File: src/rtl/exc_redirect_ctrl_pkg.sv
// exc_redirect_ctrl_pkg: state encodings and constants shared by the redirect sequencer.
package exc_redirect_ctrl_pkg;
  localparam logic [1:0] IDLE = 2'd0;
  localparam logic [1:0] EXC_REDIR = 2'd1;
  localparam logic [1:0] ERET_REDIR = 2'd2;
  localparam logic [31:0] HANDLER_PC_DEF = 32'h0000_4180;
  localparam logic [4:0] CP0_EPC_IDX = 5'd14;
endpackage

File: src/rtl/exc_redirect_ctrl_sat_counter.sv
// sat_counter: event counter that sticks at all-ones instead of wrapping.
module sat_counter #(
  parameter int W = 16
) (
  input  logic         clk,
  input  logic         reset,
  input  logic         inc,
  output logic [W-1:0] count
);
  always_ff @(posedge clk or negedge reset)
    if (!reset) count <= '0;
    else if (inc && !(&count)) count <= count + 1'b1;
endmodule

File: src/rtl/exc_redirect_ctrl.sv
// exc_redirect_ctrl: turns exception acceptance and M-stage ERET into a flush plus a PC redirect
// handshake with fetch, and stalls a D-stage ERET while an EPC write is in flight.
module exc_redirect_ctrl
  import exc_redirect_ctrl_pkg::*;
#(
  parameter logic [31:0] HANDLER_PC = HANDLER_PC_DEF,
  parameter int CNT_W = 16
) (
  input  logic             clk,
  input  logic             reset,
  input  logic             int_exc_req,
  input  logic             eret_m,
  input  logic [31:0]      epc,
  input  logic             eret_d,
  input  logic             mtc0_epc_e,
  input  logic             mtc0_epc_m,
  input  logic             redir_ready,
  output logic             kill_m,
  output logic             exl_clr,
  output logic             flush,
  output logic             redir_valid,
  output logic [31:0]      redir_pc,
  output logic             stall_d,
  output logic             busy,
  output logic [CNT_W-1:0] exc_cnt,
  output logic [CNT_W-1:0] eret_cnt
);
  logic [1:0] state;
  logic [31:0] redir_pc_q;
  logic idle, exc_take, eret_take;
  assign idle = (state == IDLE);
  // exception has priority over a simultaneous ERET
  assign exc_take = idle & int_exc_req;
  assign eret_take = idle & ~int_exc_req & eret_m;
  assign kill_m = exc_take | eret_take;
  assign exl_clr = eret_take;
  assign redir_valid = (state == EXC_REDIR) | (state == ERET_REDIR);
  assign flush = redir_valid;
  assign redir_pc = redir_valid ? redir_pc_q : 32'd0;
  assign stall_d = eret_d & (mtc0_epc_e | mtc0_epc_m);
  assign busy = ~idle;
  always_ff @(posedge clk or negedge reset)
    if (!reset) begin
      state <= IDLE;
      redir_pc_q <= '0;
    end else if (exc_take) begin
      state <= EXC_REDIR;
      redir_pc_q <= HANDLER_PC;
    end else if (eret_take) begin
      state <= ERET_REDIR;
      redir_pc_q <= epc;
    end else if (!idle && (redir_ready || !redir_valid)) begin
      state <= IDLE;
    end
  sat_counter #(.W(CNT_W)) u_exc_cnt (.clk(clk), .reset(reset), .inc(exc_take), .count(exc_cnt));
  sat_counter #(.W(CNT_W)) u_eret_cnt (.clk(clk), .reset(reset), .inc(eret_take), .count(eret_cnt));
endmodule
File: config.mk
export PLATFORM = sky130hd
export DESIGN_NAME = exc_redirect_ctrl
export DESIGN_NICKNAME = d
export VERILOG_FILES = /design/src/rtl/exc_redirect_ctrl_pkg.sv /design/src/rtl/exc_redirect_ctrl_sat_counter.sv /design/src/rtl/exc_redirect_ctrl.sv
export SDC_FILE = /design/constraint.sdc
export NUM_CORES = 1
export LEC_CHECK = 0
export CORE_ASPECT_RATIO = 1.2
export CORE_MARGIN = 2
export CORE_UTILIZATION = 41
export DETAILED_ROUTE_END_ITERATION = 7
export PLACE_DENSITY = 0.76
export REMOVE_ABC_BUFFERS = 1
export SLEW_MARGIN = 25
export SYNTH_ARGS = -nofsm -noshare
export SYNTH_HDL_FRONTEND = slang
export SYNTH_HIERARCHICAL = 1
export SYNTH_SLANG_ARGS = --single-unit
File: constraint.sdc
create_clock -name clk -period 1.9 [get_ports clk]
set_input_delay 0.19 -clock clk [delete_from_list [all_inputs] [get_ports clk]]
set_output_delay 0.19 -clock clk [all_outputs]
set_load 0.01 [all_outputs]
==> results of run 1 <==
## flip-flops by register name, summed over array words and instances (netlist names)
| signal | count |
|---|---|
| u_exc_cnt/count | 16 |
| state | 2 |
| u_eret_cnt/count | 16 |
| redir_pc_q | 32 |
## layer usage
layer  track usage, %  part of all wire, %
met1             23.6                   41
met2             36.3                   54
met3             2.95                  3.4
met4             8.06                  2.2
met5                0                    0
## how the worst max path moves through the flow
| stage | startpoint | to | slack (ns) | cells past startpoint |
|---|---|---|---|---|
| 2_1_floorplan | state[0] | u_eret_cnt/count[15] | -0.17 | 8 |
| 3_3_place_gp | eret_m | u_eret_cnt/count[15] | 0.03 | 7 |
| 3_5_place_dp | state[0] | u_exc_cnt/count[15] | -0.04 | 8 |
| 4_1_cts | state[0] | redir_pc[26] | 0.001 | 5 |
| 5_1_grt | state[1] | redir_pc[3] | 0.0005 | 5 |
| 6_report | state[1] | redir_pc[21] | 0.08 | 5 |
## report_power, final
group	switching (mW)	total (mW)	internal, mW	leakage (nW)
registers	0.316	2.11	1.79	0.869
clock network	0.526	1.03	0.503	0.0851
logic	1.23	2.69	1.46	1.27
total	2.07	5.82	3.75	2.23
## cell usage in the layout, fill, tap and decap left out, types with 2 or more instances in the layout
cell              n
dlygate4sd2_1    12
a22o_1           28
mux2_2            8
buf_4            22
o22a_1            3
nand4bb_1         2
dfrtp_1          66
o311ai_1          2
clkdlybuf4s15_2  12
a21oi_1           2
nand4_4           2
and4_1            4
clkinvlp_4        2
nand3_1          10
xnor2_1           6
nand4_1           6
nand3_2           2
clkdlybuf4s50_1  71
nor2_1           12
nand2b_1          4
xor2_1           16
nor4_2            4
or2_0             2
and3_2            2
nor4_4            2
inv_1             3
nor3b_1           3
clkdlybuf4s15_1   9
o211ai_1          2
clkinv_2          3
nor3_1            9
inv_2             5
nand4_2           4
and2_1           32
buf_12            2
nand2_1           9
o21ai_0           4
clkbuf_2          4
ha_1              2
clkbuf_8         10
## what timing repair did
action | CTS | global route
gates resized for setup | 67 | 19
hold endpoints to repair | 24 | 0
buffers inserted | 1 | 1
hold buffers | 1 | 0
setup endpoints to repair | 44 | 27
gates cloned | 1 | 0
pin swaps | 0 | 1
## worst max-delay path: stages (launching register included)
cell	delay, ns
dfrtp_1	0.38
inv_2	0.07
ha_4	0.33
buf_12	0.15
and2_1	0.11
dlygate4sd2_1	0.28
## metrics by stage
stage	hold WS (ns)	setup slack [ns]	std cells	power (mW)
after floorplan	-0.106	-0.173	263	3.21
after CTS	0.417	0.00131	505	5.84
final	0.457	0.0784	506	5.82
after global routing	0.465	0.000488	506	6.17
after global placement	0.240	0.0342	486	4.66
after detailed placement	0.245	-0.0433	486	4.74
## cell usage after synthesis
cell / instances / area [µm²]
nor4_2: 4 / 50.1
ha_1: 3 / 37.5
clkbuf_1: 4 / 15.0
a22o_1: 28 / 245
nor3_1: 10 / 50.1
xnor2_1: 6 / 52.6
a21oi_1: 2 / 10.0
o21a_1: 1 / 7.51
and4_1: 4 / 35.0
or2_0: 2 / 12.5
buf_2: 4 / 20.0
inv_2: 3 / 11.3
a211o_1: 1 / 8.76
nand4_2: 4 / 50.1
mux2_2: 8 / 90.1
dfrtp_1: 66 / 1650
and3_2: 2 / 15.0
buf_4: 1 / 7.51
o21ai_1: 1 / 5.00
nand4_1: 6 / 37.5
nor2_1: 12 / 45.0
o21ai_0: 4 / 20.0
inv_1: 5 / 18.8
and2_1: 32 / 200
nand4bb_1: 2 / 22.5
nand2_1: 9 / 33.8
nor3b_1: 3 / 22.5
o211ai_1: 2 / 15.0
o22a_1: 3 / 26.3
o311ai_1: 2 / 17.5
buf_6: 3 / 33.8
xor2_1: 16 / 140
nand3b_4: 1 / 20.0
nor4_4: 2 / 42.5
nand4_4: 2 / 42.5
and4b_1: 1 / 10.0
nand3_1: 12 / 60.1
nand2b_1: 4 / 25.0
## cell families (layout without fill, tap and decap cells)
group,Yosys count,after routing
AOI/OAI and AO/OA,44,44
xor gates and xnor gates,22,22
adders and majority gates,3,3
buffers and inverters,20,159
DFF,66,66
muxes,8,8
and+or+nand+nor,112,112
## final cells by class
type / count / area [µm²]
fillers: 626 / 2860
flip-flops and latches: 66 / 1650
multi-input cells: 189 / 1480
repair buffers: 135 / 1310
clock buffers: 11 / 141
well taps: 92 / 115
clock inverters: 5 / 30.0
inverters: 8 / 30.0
==> flow_summary.yaml, run 1 <==
setup_path:
  r2r.worst_path.cells: 8
  cp.arrival_ns: 1.63
  worst_r2r_endpoint: "u_eret_cnt/count[15]"
  rrSetupSlack_ns: 0.13
  critPathMaxFanout: 17
  reg2reg_from: "state[1]"
  crit_type: "reg2out"
  endpoint_kind: "output pin"
  crit_path_start_kind: "flop"
  required_ns: 1.71
cts:
  cts.sinks: 66
  cts_buffer_depth: 2
  cts_buffers: 9
  cts_tree: "done"
  clk_pin_slew_ns: 0.07
  htree_levels: 3
  clock_latency_ns: 0.32
  cts_root_buf: "clkbuf_8"
floorplanning:
  design.core.area_um2: 7620
  pin_count: 110
  dieArea_um2: 8550
  fp.dieW_um: 84.8
  die_h_um: 101
  start_util_pct: 42.1
  fp-row-count: 35
sta:
  setup-violations-final: 0
  slew_viol_final: 0
  fin_tns_setup_ns: 0
  rsz0062_at_grt: "no"
  slew_headroom_pct: 57.1
  fmax_mhz: 549
  fin_skew_ns: 0.00854
  worst_slew_pin_slew_ns: 0.644
  post-route-period-util_pct: 95.9
  hold_viol: 0
  layout_min_cycle_time_ns: 1.82
drt:
  ant_nets: 0
  drt-initial-drc-count: 96
  route.detailed.vias_per_inst: 5.19
  wire_per_inst_um: 16.2
  first_pass_iters: 4
  wl_um: 8210
  route.vias.total: 2628
  drc: 0
logic_synthesis:
  synthCells: 275
  syn_area_um2: 3210
  ys_ff_latch: 66
  synthSimpleGateAreaFrac_pct: 24.1
  synth_warnings: 6
  synthMuxAreaShare_pct: 2.81
  synth_cell_types: 38
  synth_xor_area_share_pct: 6.01
  syn-mean-instance-area_um2: 11.7
  synth_seq_area_share_pct: 51.5
  synth-adder-area-share_pct: 1.17
  synth_compound_area_share_pct: 11.1
  synth_top_family_by_area: "simple AND/OR/NAND/NOR gates"
placed_design:
  dpl_cell_area_um2: 4530
  io_buffers: 109
  dpl.hpwl_um: 5870
  gp_congestion: 0.804
layout:
  utilization_pct: 62.4
  antennaDiodeCount: 0
  nets: 452
  design_area_um2: 4760
  area_growth_pct: 48.3
  drive_above_1_share_pct: 21.7
run_status:
  outcome: "finished clean"
job:
  cap_violations: 0
global_routing:
  grt_pass1_vias: 2754
  grt_start_max_net_pins: 29
  grt_pass1_wl_um: 13500
  antenna_found_initial: 0
  grt_util_all_layers_pct: 20.0
  overflow: 0
power_and_ir_drop:
  power_density_nw_per_um2: 1220
  cellLeakagePower_nw: 2.23
  irDropWorstVdd_mv: 0.939
min_path:
  worstHoldPathType: "in2async"
Power figures use the tool's default switching activity.
==> run 2, diff against run 1 <==
Settings changed: CELL_PAD_IN_SITES_DETAIL_PLACEMENT set to 1, CELL_PAD_IN_SITES_GLOBAL_PLACEMENT set to 1, CORE_MARGIN 2 to 1, CORE_UTILIZATION 41 to 31, PLACE_DENSITY 0.76 to 0.75, SKIP_CTS_REPAIR_TIMING set to 1.
==> run 2 against run 1 <==
Cell area up 6.4%. Clock power up 82%. Core utilization down 12 points. Wire length up 13%. Total power up 15%. Clock skew down 0.0036 ns. Sequential share of layout area down 2.1 points. Global-route usage down 1.7 points. Via count up 0.65%. Critical endpoint is now u_exc_cnt/count[10]. Largest cell class unchanged. Highest routed layer unchanged.
==> flow_summary.yaml, run 2 (synthesis results as in run 1) <==
power_and_ir_drop:
  irDropWorstVdd_mv: 0.783
  p_int_mw: 4.55
  power_density_nw_per_um2: 1320
  pwr-share-clk_pct: 27.8
  pwr-share-comb_pct: 40.9
  cellLeakagePower_nw: 2.83
  power_switching_share_pct: 32.1
  p_seq_share_pct: 31.2
  power_switching_mw: 2.15
  finalPower_mw: 6.70
layout:
  largestRegisters: "redir_pc_q: 32 flops, u_eret_cnt/count: 16 flops, u_exc_cnt/count: 16 flops"
  area_growth_pct: 57.8
  nets: 449
  regMostFlops: "redir_pc_q"
  antennaDiodeCount: 0
  design_area_um2: 5060
  layout_common_cells: "clkdlybuf4s50_1 (72), dfrtp_1 (66), dlymetal6s2s_1 (36)"
  largest_reg_flops: 32
  drive_above_1_share_pct: 17.5
  final_common_cell: "clkdlybuf4s50_1"
drt:
  drc: 0
  ant_nets: 0
  drt-initial-drc-count: 26
  wire_per_inst_um: 17.2
  wl_um: 9250
  first_pass_iters: 5
  route.detailed.vias_per_inst: 4.93
  route.vias.total: 2645
cts:
  cts_buffers: 9
  htree_levels: 3
  cts_buffer_depth: 2
  cts_tree: "done"
  clock_latency_ns: 0.33
  cts.sinks: 66
  clk_pin_slew_ns: 0.06
  cts_root_buf: "clkbuf_16"
sta:
  fin_skew_ns: 0.00493
  hold_viol: 0
  slew_viol_final: 0
  worst_slew_pin_slew_ns: 0.398
  setup-violations-final: 0
  post-route-period-util_pct: 94.7
  slew_headroom_pct: 73.5
  layout_min_cycle_time_ns: 1.80
  fmax_mhz: 556
setup_path:
  endpoint_kind: "flop"
  crit_chain: "inv_1, ha_4, nand2_1, inv_1, buf_4, and4_1, o211ai_1, nor2_1, xor2_1"
  crit_type: "reg2reg"
  slowest_delay_ns: 0.37
  critPathMaxFanout: 4
  required_ns: 2.16
  cp.arrival_ns: 2.06
  cp_num_buf_inv: 3
  cp_slowest_cell: "dfrtp_1"
  crit_path_start_kind: "flop"
  critical_path.most_common_cell: "inv_1"
  crit_family: "simple AND/OR/NAND/NOR gates"
placed_design:
  dpl.hpwl_um: 6480
  io_buffers: 109
  gp_congestion: 0.737
  dpl_cell_area_um2: 4560
min_path:
  worstHoldPathType: "in2async"
global_routing:
  grt_pass1_wl_um: 14700
  grt_util_all_layers_pct: 18.2
  grt_pass1_vias: 2816
  grt_start_max_net_pins: 67
  overflow: 0
  antenna_found_initial: 0
floorplanning:
  fp.dieW_um: 94.9
  start_util_pct: 31.9
  die_h_um: 113
  design.core.area_um2: 10100
  pin_count: 110
  dieArea_um2: 10800
  fp-row-count: 40
run_status:
  outcome: "finished clean"
job:
  cap_violations: 0
[run 2: cell count changes in the layout (fill, tap and decap cells not counted), moves of 3 or more]
cell and delta:
clkbuf_2 -4, clkbuf_16 +10, clkdlybuf4s15_1 -9, clkdlybuf4s15_2 -12, dlymetal6s2s_1 +36, dlygate4sd2_1 -12, buf_4 -3, clkbuf_8 -7
[run 2: area by class of cell]
type                            count  area [µm²]
Multi-Input combinational cell    189        1490
Clock inverter                      4        72.6
Timing Repair Buffer              132        1390
Sequential cell                    66        1650
Tap cell                          126         158
Fill cell                        1059        5000
Clock buffer                       12         267
Inverter                            8        30.0
[run 2: stage by stage]
| step | TNS [ns] | cells | util, % | hold WS, ns | worst slack, ns |
|---|---|---|---|---|---|
| floorplan | -0.975 | 263 | - | -0.106 | -0.173 |
| global placement | 0 | 519 | 45.3 | 0.242 | 0.0504 |
| detailed placement | -0.455 | 519 | 45.3 | 0.244 | -0.105 |
| CTS | -9.93 | 535 | 48.7 | -0.120 | -0.319 |
| global route | -0.00153 | 537 | 50.3 | 0.440 | -0.00153 |
| finish | 0 | 537 | 50.3 | 0.407 | 0.100 |
[run 2: worst min-delay path, stage by stage]
cell and delay (ns):
dlygate4sd3_1 0.52, buf_2 0.12, buf_12 0.32
[run 2: worst paths after layout]
path | start | to | slack, ns | cells past startpoint
min | reset | redir_pc_q[8] | 0.41 | 3
min reg2reg | redir_pc_q[7] | redir_pc_q[7] | 0.48 | 1
min in group clk | epc[23] | redir_pc_q[23] | 0.47 | 2
max reg2reg | state[0] | u_exc_cnt/count[10] | 0.10 | 9
max | state[0] | u_exc_cnt/count[10] | 0.10 | 9
max in group asynchronous | reset | redir_pc_q[9] | 1.19 | 3
[run 2: layer usage]
layer / routed length (µm) / GRT usage, %
met1: 3720 / 20.9
met2: 5020 / 31.7
met5: 0 / 0
met3: 322 / 4.20
met4: 193 / 8.38
[run 2: power by group through the flow]
stage | Clock [mW] | Sequential, mW | Combinational, mW
after floorplan | 0 | 2.12 | 1.10
after global placement | 0 | 2.08 | 2.62
after detailed placement | 0 | 2.09 | 2.68
after CTS | 1.92 | 2.08 | 2.70
after global routing | 1.97 | 2.14 | 2.96
final | 1.87 | 2.09 | 2.74
==> run 3, diff against run 2 <==
Settings changed: CORE_ASPECT_RATIO 1.2 to 0.75.
==> run 3 against run 2 <==
Clock power fell by 19%. Via count is 0.68% higher. Wire length grew 0.24%. Setup slack improved by 0.0068 ns. Critical path type is now reg2out. Critical endpoint is now busy. Largest cell class unchanged.
==> flow_summary.yaml, run 3 (synthesis results as in run 1) <==
run_status:
  outcome: "finished clean"
setup_path:
  worst_r2r_endpoint: "u_eret_cnt/count[14]"
  r2r.worst_path.cells: 7
  slowest_delay_ns: 0.54
  critPathMaxFanout: 5
  endpoint_kind: "output pin"
  reg2reg_from: "state[0]"
  rrSetupSlack_ns: 0.11
  crit_type: "reg2out"
  cp_slowest_cell: "clkdlybuf4s50_1"
  cp_num_buf_inv: 3
  crit_path_start_kind: "flop"
  required_ns: 1.71
  crit_family: "buffers and inverters"
  crit_chain: "inv_1, ha_4, inv_2, clkdlybuf4s50_1"
  cp.arrival_ns: 1.60
layout:
  antennaDiodeCount: 0
  regMostFlops: "redir_pc_q"
  drive_above_1_share_pct: 17.5
  layout_common_cells: "clkdlybuf4s50_1 (72), dfrtp_1 (66), dlymetal6s2s_1 (36)"
  final_common_cell: "clkdlybuf4s50_1"
  largestRegisters: "redir_pc_q: 32 flops, u_eret_cnt/count: 16 flops, u_exc_cnt/count: 16 flops"
  design_area_um2: 5030
  largest_reg_flops: 32
  nets: 449
  utilization_pct: 51.1
  area_growth_pct: 56.8
floorplanning:
  start_util_pct: 32.6
  pin_count: 110
  die_h_um: 90.1
  dieArea_um2: 10800
  fp-row-count: 31
  fp.dieW_um: 119
  design.core.area_um2: 9850
global_routing:
  grt_pass1_wl_um: 14900
  overflow: 0
  use_met2_pct: 28.6
  busiest_layer: "met2"
  met3_usage_pct: 4.70
  grt_start_max_net_pins: 42
  grt_util_all_layers_pct: 17.7
  use_met1_pct: 22.8
  antenna_found_initial: 0
  grt_pass1_vias: 2874
placed_design:
  dp_slack_ns: -0.105
  dpl.hpwl_um: 6200
  io_buffers: 109
  gp_congestion: 0.745
  dpl_cell_area_um2: 4550
drt:
  wl_um: 9280
  first_pass_iters: 4
  wire_per_inst_um: 17.1
  drc: 0
  ant_nets: 0
  route.detailed.vias_per_inst: 4.90
  drt-initial-drc-count: 53
  route.vias.total: 2663
sta:
  slew_headroom_pct: 63.7
  hold_viol: 0
  setup-violations-final: 0
  fmax_mhz: 558
  worst_slew_pin_slew_ns: 0.540
  slew_viol_final: 0
  fin_ws_ns: 0.107
  fin_skew_ns: 0.00430
  fin_tns_setup_ns: 0
  layout_min_cycle_time_ns: 1.79
  post-route-period-util_pct: 94.4
power_and_ir_drop:
  cellLeakagePower_nw: 2.79
  power_density_nw_per_um2: 1270
  irDropWorstVdd_mv: 0.686
  finalPower_mw: 6.41
cts:
  htree_levels: 3
  cts_root_buf: "clkbuf_16"
  cts_buffers: 9
  cts_tree: "done"
  cts.sinks: 66
  clock_latency_ns: 0.34
  clk_pin_slew_ns: 0.05
  cts_buffer_depth: 2
min_path:
  worstHoldPathType: "in2async"
job:
  cap_violations: 0
run 3: changes by cell type in the layout (fill, tap and decap cells not counted), moves of 2 or more:
cell | previous run | this run
clkinv_2 | 1 | 3
nand3_4 | 0 | 2
bufinv_16 | 2 | 0
nand3_2 | 2 | 0
clkbuf_8 | 3 | 1
nor4_4 | 2 | 4
nor4_2 | 4 | 2
run 3: metal layers:
layer  wire [µm]  part of all wire, %  up-vias
met5           0                    0        -
met3         436                  4.7       12
met1        4320                   47     1333
met2        4390                   47       69
li1            -                    -     1249
met4         126                  1.4        0
run 3: per-stage QoR:
step           hold slack, ns  instances
2_1_floorplan          -0.106        263
3_3_place_gp            0.220        524
3_5_place_dp            0.232        524
4_1_cts                -0.129        540
5_1_grt                 0.433        543
6_report                0.402        543
run 3: where the power goes:
group / internal [mW] / switching [mW] / total, mW
logic: 1.50 / 1.25 / 2.76
registers: 1.79 / 0.332 / 2.13
clock network: 0.910 / 0.614 / 1.52
total: 4.21 / 2.20 / 6.41
run 3: worst max-delay path by stage:
stage	startpoint	cells past startpoint	slack, ns	to
final	state[0]	4	0.11	busy
after detailed placement	state[0]	8	-0.10	u_exc_cnt/count[15]
after CTS	state[0]	5	-0.37	redir_pc[20]
after floorplan	state[0]	8	-0.17	u_eret_cnt/count[15]
after global routing	state[0]	7	-0.02	u_eret_cnt/count[14]
after global placement	state[0]	8	0.01	u_exc_cnt/count[15]
run 3: cell type report:
type                            instances  area [µm²]
Clock buffer                           11         243
Clock inverter                          5        30.0
Fill cell                            1062        4820
Inverter                                8        30.0
Multi-Input combinational cell        189        1530
Sequential cell                        66        1650
Tap cell                              132         165
Timing Repair Buffer                  132        1380
run 3: worst min-delay path, cell delays in order:
cell	delay (ns)
dlygate4sd3_1	0.51
buf_2	0.11
buf_4	0.31
